File: src/rtl/mips_pkg.sv
// Shared encodings for the MIPS decode stage: opcode/funct values, ALU
// operation codes, scoreboard width default and the decoded-control bundle.
package mips_pkg;

   localparam logic [5:0] OP_RTYPE = 6'h00;
   localparam logic [5:0] OP_ADDI  = 6'h08;
   localparam logic [5:0] OP_ADDIU = 6'h09;
   localparam logic [5:0] OP_BNE   = 6'h05;

   localparam logic [5:0] FN_ADD   = 6'h20;
   localparam logic [5:0] FN_ADDU  = 6'h21;

   localparam logic [11:0] ALUOP_NONE = 12'h000;
   localparam logic [11:0] ALUOP_ADD  = 12'h001;

   localparam int SB_W_DEF = 2;

   // Everything the decoder derives from the instruction word alone.
   typedef struct packed {
      logic [31:0] imm;
      logic [11:0] aluop;
      logic        alu_src;
      logic        branch;
      logic [4:0]  dst;
      logic        reg_write;
      logic        illegal;
   } ctrl_t;

endpackage

File: src/rtl/decode_stage_regfile.sv
// 32x32 architectural register file: two combinational read ports with
// write-through bypass, one write port, $0 hardwired to zero.
module decode_stage_regfile (
   input  logic        clk,
   input  logic        rst,
   input  logic        we,
   input  logic [4:0]  waddr,
   input  logic [31:0] wdata,
   input  logic [4:0]  raddr_a,
   input  logic [4:0]  raddr_b,
   output logic [31:0] rdata_a,
   output logic [31:0] rdata_b
);

   logic [31:0] mem [32];

   // Storage update: clear on reset, otherwise accept writeback (never to $0).
   always_ff @(posedge clk) begin
      if (rst) begin
         // NOTE: this array is reset because architectural state must come up
         // as zero; that rules out mapping it onto a RAM macro. Sequential state
         // uses <= so every flop samples pre-edge values regardless of order.
         for (int i = 0; i < 32; i++) mem[i] <= '0;
      end else if (we && waddr != 5'd0) begin
         mem[waddr] <= wdata;
      end
   end

   // A write in flight this cycle is visible to a same-cycle read.
   assign rdata_a = (raddr_a == 5'd0)                 ? 32'd0 :
                    (we && waddr == raddr_a)          ? wdata : mem[raddr_a];
   assign rdata_b = (raddr_b == 5'd0)                 ? 32'd0 :
                    (we && waddr == raddr_b)          ? wdata : mem[raddr_b];

endmodule

File: src/rtl/decode_stage.sv
// ID stage: decodes fetched words, reads operands, tracks in-flight register
// writes in a per-register scoreboard and stalls issue on RAW hazards, then
// registers the execute controls in the ID/EX pipeline register.
module decode_stage
   import mips_pkg::*;
#(
   parameter int SB_W = SB_W_DEF
) (
   input  logic        clk,
   input  logic        rst,
   input  logic        in_valid,
   output logic        in_ready,
   input  logic [31:0] in_instr,
   input  logic        flush,
   input  logic        wb_we,
   input  logic [4:0]  wb_addr,
   input  logic [31:0] wb_data,
   output logic        out_valid,
   input  logic        out_ready,
   output logic [31:0] rs,
   output logic [31:0] rt,
   output logic [31:0] imm,
   output logic [11:0] aluop,
   output logic        alu_src,
   output logic        branch,
   output logic [4:0]  dst,
   output logic        reg_write,
   output logic        illegal
);

   localparam logic [SB_W-1:0] SB_ZERO = '0;
   localparam logic [SB_W-1:0] SB_ONE  = {{(SB_W-1){1'b0}}, 1'b1};
   localparam logic [SB_W-1:0] SB_MAX  = '1;

   logic [5:0]  op;
   logic [5:0]  funct;
   logic [4:0]  f_rs;
   logic [4:0]  f_rt;
   logic [4:0]  f_rd;

   ctrl_t       dec;
   logic        use_rs;
   logic        use_rt;

   logic [31:0] rd_a;
   logic [31:0] rd_b;

   logic [SB_W-1:0] sb_cnt [32];
   logic [31:0]     sb_inc;
   logic [31:0]     sb_dec;
   logic [SB_W-1:0] rs_eff;
   logic [SB_W-1:0] rt_eff;
   logic [SB_W-1:0] dst_eff;

   logic        hazard;
   logic        fire;

   assign op    = in_instr[31:26];
   assign f_rs  = in_instr[25:21];
   assign f_rt  = in_instr[20:16];
   assign f_rd  = in_instr[15:11];
   assign funct = in_instr[5:0];

   decode_stage_regfile u_regfile (
      .clk     (clk),
      .rst     (rst),
      .we      (wb_we),
      .waddr   (wb_addr),
      .wdata   (wb_data),
      .raddr_a (f_rs),
      .raddr_b (f_rt),
      .rdata_a (rd_a),
      .rdata_b (rd_b)
   );

   // Instruction decode: controls plus which source fields are really read.
   always_comb begin
      // NOTE: every variable gets a default before any branch, so no path can
      // leave one unassigned and infer a latch.
      dec       = '0;
      dec.aluop = ALUOP_NONE;
      dec.imm   = {{16{in_instr[15]}}, in_instr[15:0]};
      use_rs    = 1'b0;
      use_rt    = 1'b0;
      if (in_instr != 32'd0) begin
         use_rs = 1'b1;
         use_rt = (op == OP_RTYPE);
         if (op == OP_RTYPE && (funct == FN_ADD || funct == FN_ADDU)) begin
            dec.aluop     = ALUOP_ADD;
            dec.dst       = f_rd;
            dec.reg_write = 1'b1;
         end else if (op == OP_ADDI || op == OP_ADDIU) begin
            dec.aluop     = ALUOP_ADD;
            dec.alu_src   = 1'b1;
            dec.dst       = f_rt;
            dec.reg_write = 1'b1;
         end else if (op == OP_BNE && f_rt == 5'd0) begin
            dec.aluop     = ALUOP_ADD;
            dec.alu_src   = 1'b1;
            dec.branch    = 1'b1;
         end else begin
            dec.illegal   = 1'b1;
         end
      end
   end

   // Writeback retires one pending write; an idle counter is never decremented.
   always_comb begin
      sb_dec = '0;
      if (wb_we && wb_addr != 5'd0 && sb_cnt[wb_addr] != SB_ZERO)
         sb_dec[wb_addr] = 1'b1;
   end

   // Hazard check against counts as they will stand after this cycle's writeback.
   always_comb begin
      rs_eff  = sb_cnt[f_rs]    - (sb_dec[f_rs]    ? SB_ONE : SB_ZERO);
      rt_eff  = sb_cnt[f_rt]    - (sb_dec[f_rt]    ? SB_ONE : SB_ZERO);
      dst_eff = sb_cnt[dec.dst] - (sb_dec[dec.dst] ? SB_ONE : SB_ZERO);
      hazard  = (use_rs && rs_eff != SB_ZERO) ||
                (use_rt && rt_eff != SB_ZERO) ||
                (dec.reg_write && dec.dst != 5'd0 && dst_eff == SB_MAX);
   end

   // in_ready deliberately ignores flush so fetch sees a stable handshake.
   assign in_ready = (!out_valid || out_ready) && !hazard;
   assign fire     = in_valid && in_ready && !flush;

   // Issue of a register-writing instruction claims its destination.
   always_comb begin
      sb_inc = '0;
      if (fire && dec.reg_write && dec.dst != 5'd0)
         sb_inc[dec.dst] = 1'b1;
   end

   // Scoreboard counters: simultaneous claim and retire cancel out.
   always_ff @(posedge clk) begin
      if (rst) begin
         for (int i = 0; i < 32; i++) sb_cnt[i] <= '0;
      end else begin
         for (int i = 0; i < 32; i++) begin
            if (sb_inc[i] && !sb_dec[i])
               sb_cnt[i] <= sb_cnt[i] + SB_ONE;
            else if (sb_dec[i] && !sb_inc[i])
               sb_cnt[i] <= sb_cnt[i] - SB_ONE;
         end
      end
   end

   // ID/EX register: load on issue, otherwise drain; data holds after drain.
   always_ff @(posedge clk) begin
      if (rst) begin
         out_valid <= 1'b0;
         rs        <= '0;
         rt        <= '0;
         imm       <= '0;
         aluop     <= ALUOP_NONE;
         alu_src   <= 1'b0;
         branch    <= 1'b0;
         dst       <= '0;
         reg_write <= 1'b0;
         illegal   <= 1'b0;
      end else if (fire) begin
         out_valid <= 1'b1;
         rs        <= rd_a;
         rt        <= rd_b;
         imm       <= dec.imm;
         aluop     <= dec.aluop;
         alu_src   <= dec.alu_src;
         branch    <= dec.branch;
         dst       <= dec.dst;
         reg_write <= dec.reg_write;
         illegal   <= dec.illegal;
      end else if (out_valid && out_ready) begin
         out_valid <= 1'b0;
      end
   end

endmodule

File: config.mk
export PLATFORM = sky130hd
export DESIGN_NAME = decode_stage
export DESIGN_NICKNAME = d
export VERILOG_FILES = /design/src/rtl/mips_pkg.sv /design/src/rtl/decode_stage_regfile.sv /design/src/rtl/decode_stage.sv
export SDC_FILE = /design/constraint.sdc
export NUM_CORES = 2
export LEC_CHECK = 0
export ABC_AREA = 0
export CAP_MARGIN = 20
export CORE_MARGIN = 2
export CORE_UTILIZATION = 42
export DETAILED_ROUTE_END_ITERATION = 7
export MAX_ROUTING_LAYER = met4
export PLACE_DENSITY = 0.63
export SYNTH_ARGS = -nofsm -noshare
export SYNTH_HDL_FRONTEND = slang
export SYNTH_HIERARCHICAL = 1
export SYNTH_SLANG_ARGS = --single-unit
File: constraint.sdc
create_clock -name clk -period 9.16 [get_ports clk]
set_clock_uncertainty 0.05 [all_clocks]
set_input_delay 2.29 -clock clk [delete_from_list [all_inputs] [get_ports clk]]
set_output_delay 2.29 -clock clk [all_outputs]
set_load 0.005 [all_outputs]
## After elaboration in Yosys (flattened, before gate mapping)

Memory sizes are Yosys's and may differ from the RTL's.
Index checks and enable logic that the tools add are counted.
Widths: inputs -> output; s select.

- $add $sub $neg: 67
- Equality and inequality tests: 8
- Bitwise gates (word level): 64
- $lt $le $gt $ge: 6
- Reductions and logical operators: 165
- Multiplexer cells: 330

Operator list:

| operator | number |
|---|---|
| $mux 1 | 246 |
| $mux 32 | 7 |
| $mux 2 | 66 |
| $logic_and 1x1->1 | 82 |
| $logic_not 1->1 | 67 |
| $add 2x1->2 const B | 32 |
| $or 1x1->1 | 64 |
| $sub 2x1->2 const B | 32 |
| $reduce_bool 32->1 | 1 |
| $reduce_or 32->1 | 1 |
| $lt 5x6->1 const B | 4 |
| $mux 21 | 1 |
| $bmux 1 s5 | 3 |
| $eq 6x4->1 const B | 2 |
| $eq 6x6->1 const B | 2 |
| $mux 12 | 1 |
| $mux 6 | 2 |
| $demux 1 s5 | 2 |
| $eq 5x5->1 | 2 |
| $ge 5x1->1 const B | 2 |
| $logic_not 5->1 | 2 |
| $reduce_bool 5->1 | 2 |
| $reduce_bool 2->1 | 4 |
| $eq 6x3->1 const B | 1 |
| other kinds (6) | 12 |

- RAM bits: 1088
- Word-level logic and storage cells: 652
- Output and inout port bits: 119
- Register bits after elaboration: 102
- Memories: 2
- Bits of input ports: 75

Memories:

| memory | depth | width | read ports | clocked after Yosys merged registers in | write ports | line | RTL |
|---|---|---|---|---|---|---|---|
| u_regfile.mem | 32 | 32 | 2 | 0 | 32 | decode_stage_regfile.sv:15 | `logic [31:0] mem [32];` |
| sb_cnt | 32 | 2 | 36 | 0 | 32 | decode_stage.sv:48 | `logic [SB_W-1:0] sb_cnt [32];` |

## Longest topological paths before layout

- Word-level depth: 27
- Mapped depth: 21
- Mapped depth without buffers: 17

## By module

The synthesis kept the hierarchy.

Modules (own cells, without submodules):

| module | area each (µm²) | seq. area each (µm²) | instances | cells each |
|---|---|---|---|---|
| decode_stage_regfile | 54722.5 | 30749.5 | 1 | 3740 |
| decode_stage | 11065.6 | 3743.6 | 1 | 1304 |

## Worst setup path before layout

No wires, ideal clock.

- Kind: input-to-output
- Start point: in in_instr[1]
- End point: out in_ready
- Required time: 6.820 ns
- Cell stages on the path: 17
- Buffers on the path: 3
- Arrival time: 6.144 ns
- Setup slack: 0.676 ns
- Path through: or4_1 > or4_4 > buf_6 > nand2_1 > buf_2 > buf_1 > mux2i_1 > a211oi_1 > nor3_1 > a211oi_1 > a21oi_1 > ha_1 > a31oi_1 > nor3b_1 > mux2i_4 > nand3_1 > inv_1

- Cells in the longest elaborated chain, start to end: 14
- Elaborated cells on any way between the ends: 24
- Classes of those cells: add/sub: 1; eq/ne: 3; mux: 7; reduce/logical: 12; memory: 1

Ends and longest elaborated chain:

| element | line | RTL |
|---|---|---|
| from (decl) | decode_stage.sv:13 | `input logic [31:0] in_instr,` |
| $eq 6x6->1 | decode_stage.sv:88 | `if (op == OP_RTYPE && (funct == FN_ADD \|\| funct == FN_ADDU)) begin` |
| $logic_or 1x1->1 | decode_stage.sv:88 |  |
| $logic_and 1x1->1 | decode_stage.sv:88 |  |
| $mux 6 | decode_stage.sv:88 |  |
| $mux 21 | decode_stage.sv:85 | `if (in_instr != 32'd0) begin` |
| $bmux 1 s5 | decode_stage.sv:118 | `dst_eff = sb_cnt[dec.dst] - (sb_dec[dec.dst] ? SB_ONE : SB_ZERO);` |
| $mux 1 (not written as such) | decode_stage.sv:118 |  |
| $mux 1 | decode_stage.sv:118 |  |
| $sub 2x1->2 | decode_stage.sv:118 |  |
| $eq 2x2->1 | decode_stage.sv:121 | `(dec.reg_write && dec.dst != 5'd0 && dst_eff == SB_MAX);` |
| $logic_and 1x1->1 | decode_stage.sv:121 |  |
| $logic_or 1x1->1 (*) | decode_stage.sv:120 | `(use_rt && rt_eff != SB_ZERO) \|\|` |
| $logic_not 1->1 (*) | decode_stage.sv:125 | `assign in_ready = (!out_valid \|\| out_ready) && !hazard;` |
| $logic_and 1x1->1 (*) | decode_stage.sv:125 |  |
| to (decl) | decode_stage.sv:12 | `output logic in_ready,` |

Mark *: on every way between the ends. The rest lies on a longest branch, timed or not. The select of a mux whose other input is x is not followed.

## Worst setup path in the final report

- Start point: in in_instr[28]
- End point: out in_ready

- Cells in the longest elaborated chain, start to end: 14
- Elaborated cells on any way between the ends: 26
- Classes of those cells: add/sub: 1; eq/ne: 3; mux: 8; reduce/logical: 13; memory: 1

Ends and longest elaborated chain:

| element | line | RTL |
|---|---|---|
| $eq 6x4->1 | decode_stage.sv:92 | `end else if (op == OP_ADDI \|\| op == OP_ADDIU) begin` |
| $logic_or 1x1->1 | decode_stage.sv:92 |  |
| $mux 6 | decode_stage.sv:92 |  |
| $mux 6 | decode_stage.sv:88 |  |
| $mux 21 | decode_stage.sv:85 |  |
| $bmux 1 s5 | decode_stage.sv:118 |  |
| $mux 1 (not written as such) | decode_stage.sv:118 |  |
| $mux 1 | decode_stage.sv:118 |  |
| $sub 2x1->2 | decode_stage.sv:118 |  |
| $eq 2x2->1 | decode_stage.sv:121 |  |
| $logic_and 1x1->1 | decode_stage.sv:121 |  |
| $logic_or 1x1->1 (*) | decode_stage.sv:120 |  |
| $logic_not 1->1 (*) | decode_stage.sv:125 |  |
| $logic_and 1x1->1 (*) | decode_stage.sv:125 |  |

Marks and branches as above.

==> flow_summary.yaml <==
outcome:
  outcome: "finished clean"
global_routing:
  grt_max_degree: 131
  grt_usage: 0.3182
  grt_pass1_wl_um: 349600
  gr-total-overflow: 0
  grt_pass1_vias: 46440
  antenna_found_initial: 27
die:
  ios: 194
  die_area_mm2: 0.1598
  chipWidth_um: 399.8
  die_y_um: 399.8
  core_mm2: 0.1558
  start_util: 0.4221
  row_count: 145
critical_path:
  start_kind: "input port"
  cp-end-kind: "primary output"
  crit_start: "in_instr[28]"
  rr_worst_depth: 18
  cp_data_arrival_time_ps: 6490
  r2r_slack_ps: 3560
  r2r_start: "sb_cnt[15][0]$_SDFFCE_PN0P_"
  worstSetupPathType: "input port to primary output"
  worstPathMaxFanout: 8
  cp.required_ps: 6820
  timing.rr.end: "sb_cnt[9][1]$_SDFFCE_PN0P_"
timing:
  slew-limit-headroom: 0.1642
  min_period_ps: 8825
  max_freq_ghz: 0.1133
  rsz0062_at_grt: "false"
  drv_slew: 0
  post-route-period-util: 0.9635
  worst_pin_slew_ps: 1222
  report.final.hold_viol_count: 0
  setup_viol: 0
yosys:
  synth_edf_count: 1088
  yosys_register_bits: 1179
  yosysMostFrequentCell: "edfxtp_1"
  synth_top_area_frac: 0.4966
  netlist_top_cells_count: "edfxtp_1, and2_1, mux4_2"
  ys_seq_area_frac: 0.5243
  yosysWarnings: 6
  synthCells: 5044
  post_synth.cell_area_avg_um2: 13.04
  synthArstFlopShare: 0
  synth_area_leader_cell: "edfxtp_1"
  synth_area_mm2: 0.06579
  synthFlopType: "edfxtp_1"
  synth_area_leaders: "edfxtp_1, mux4_2, and2_1"
  yosysUniqueCellTypes: 84
power:
  power.density_mw_per_mm2: 179.9
  intPower_uw: 9798
  finalPower_uw: 13340
  swShare: 0.2657
  pwr-share-seq: 0.476
  clkPwrFrac: 0.387
  power_frac_comb: 0.136
  power.leakage_uw: 0.02543
  ir_drop_mv: 0.2050
  switchingPower_uw: 3545
clocking:
  root_buffer: "clkbuf_16"
  cts_sinks: 1179
  cts_tree: "yes"
  cts_inserted_buffers: 134
  max-clock-path-buffers: 3
  cts_setup_buffers: 0
  clk_latency_ps: 780
  htreeDepth: 4
  clk_pin_slew_worst_paths_ps: 50
  cts_hold_buffers: 0
route:
  met3WireLength_um: 30820
  wl_met2_um: 112500
  routed_via_density: 6.658
  final_antenna_net_count: 0
  wl_met1_um: 94230
  firstDrtPassIters: 7
  num_vias: 48120
  wirelength_um: 250100
  routedWlPerCell_um: 34.60
  first_iter_violations: 7541
  highest_layer: "met4"
  drc_errors: 0
hold_path:
  hp-start: "rt[19]$_SDFFE_PP0P_"
  whs_endpoint: "rt[19]$_SDFFE_PP0P_"
  hp-class: "register to register"
  whs_path_depth: 2
final_layout:
  drive_above_1_share: 0.1911
  nets: 5132
  final_area_mm2: 0.07418
  fin_util: 0.4760
  area_delta_synth_final_pct: 12.75
job:
  cap_viol_max_count: 0
place:
  gp_congestion: 0.9457
  place_area_mm2: 0.06995
  dpl.hpwl_um: 146300
  numPortBuffers: 182
repair_timing:
item                                    4_1_cts  5_1_grt
gates cloned                                  0        0
hold endpoints to repair                      0        0
endpoints found under the setup margin        1        1
gates resized for setup                       2        1
cell type report:
| class | instances | area (um2) |
|---|---|---|
| diodes | 16 | 40.04 |
| multi-input cells | 3334 | 29340 |
| well taps | 2058 | 2575 |
| repair buffers | 400 | 3605 |
| fillers | 13540 | 81670 |
| inverters | 7 | 26.28 |
| clock buffers | 181 | 3705 |
| clock inverters | 53 | 391.6 |
| flip-flops and latches | 1179 | 34490 |
placed cells by master (no fill, tap or decap), types with 16 or more instances in the layout:
cell type        instances
a2111oi_0               25
a211oi_1                41
a21oi_1                195
a22o_1                  59
a22oi_1                136
a31oi_1                 16
and2_1                1010
and3_1                  18
buf_4                  208
clkbuf_1                34
clkbuf_16              139
clkdlybuf4s50_1        170
clkinv_1                26
conb_1                  45
dfxtp_1                 91
diode_2                 16
edfxtp_1              1088
mux2_2                  24
mux2i_1                296
mux4_2                 428
nand2_1                129
nand3_1                141
nor2_1                 115
nor2_4                  35
nor3_1                  21
o211ai_1                18
o21ai_0                 85
o21ai_1                 18
o221a_2                 18
o221ai_1                42
o22ai_1                 44
o31ai_1                 38
or2_2                   27
or4_1                   31
xnor2_1                 36
worst max-delay path by stage:
stage	endpoint	slack (ps)	cells after the start
finish	in_ready	330	19
CTS	in_ready	10	19
global route	in_ready	110	19
floorplan	in_ready	680	17
detailed placement	in_ready	4	17
global placement	in_ready	-20	17
power groups by stage:
stage                     Combinational, uW  Clock [uW]  Sequential, uW
final                                  1820        5170            6360
after global routing                   1880        5410            6380
after CTS                              1780        5210            6350
after detailed placement               1770           0            6460
after global placement                 1770           0            6440
after floorplan                        1090           0            6390
kinds of logic after synthesis:
logic type | Yosys count | synth area share
and+or+nand+nor | 1650 | 0.1459
DFF | 1179 | 0.5243
AOI/OAI and AO/OA | 843 | 0.08948
muxes | 749 | 0.1960
buffers and inverters | 574 | 0.03785
xor gates and xnor gates | 46 | 0.006124
other | 2 | 0.0001142
adders and majority gates | 1 | 0.0001902
critical path, stage by stage:
cell and delay (ps):
clkdlybuf4s50_1 450, or4_4 550, or4_4 590, nand2_1 110, buf_4 170, nand2_1 60
and3_1 180, a311oi_1 240, a211oi_1 80, a21oi_1 260, a21oi_1 120, ha_1 350
a31oi_1 170, nor3b_1 200, buf_4 150, mux2i_4 60, nand3_1 160, inv_1 80
dlymetal6s2s_1 190
metrics by stage:
stage | setup slack, ps | setup TNS (ps) | std cells | hold slack, ps
6_report | 334.5 | 0 | 7228 | 424.8
5_1_grt | 105.7 | 0 | 7219 | 448.1
4_1_cts | 10.95 | 0 | 7207 | 426.9
3_5_place_dp | 4.457 | 0 | 6973 | 419.4
3_3_place_gp | -16.35 | -16.35 | 6973 | 414.2
2_1_floorplan | 676.3 | 0 | 5087 | 420.1
state kept, by name, summed over array words and instances, names as in the netlist:
| name | flops |
|---|---|
| alu_src | 1 |
| aluop | 1 |
| branch | 1 |
| dst | 5 |
| illegal | 1 |
| imm | 16 |
| out_valid | 1 |
| reg_write | 1 |
| rs | 32 |
| rt | 32 |
| sb_cnt | 64 |
| u_regfile/mem | 1024 |
metal layers:
layer	global-route usage	vias to the layer above
met1	0.4185	24490
met2	0.4744	3491
met4	0.1387	0
met5	-	-
li1	-	19450
met3	0.07045	698
No activity file was read; power rests on OpenSTA's default activity.
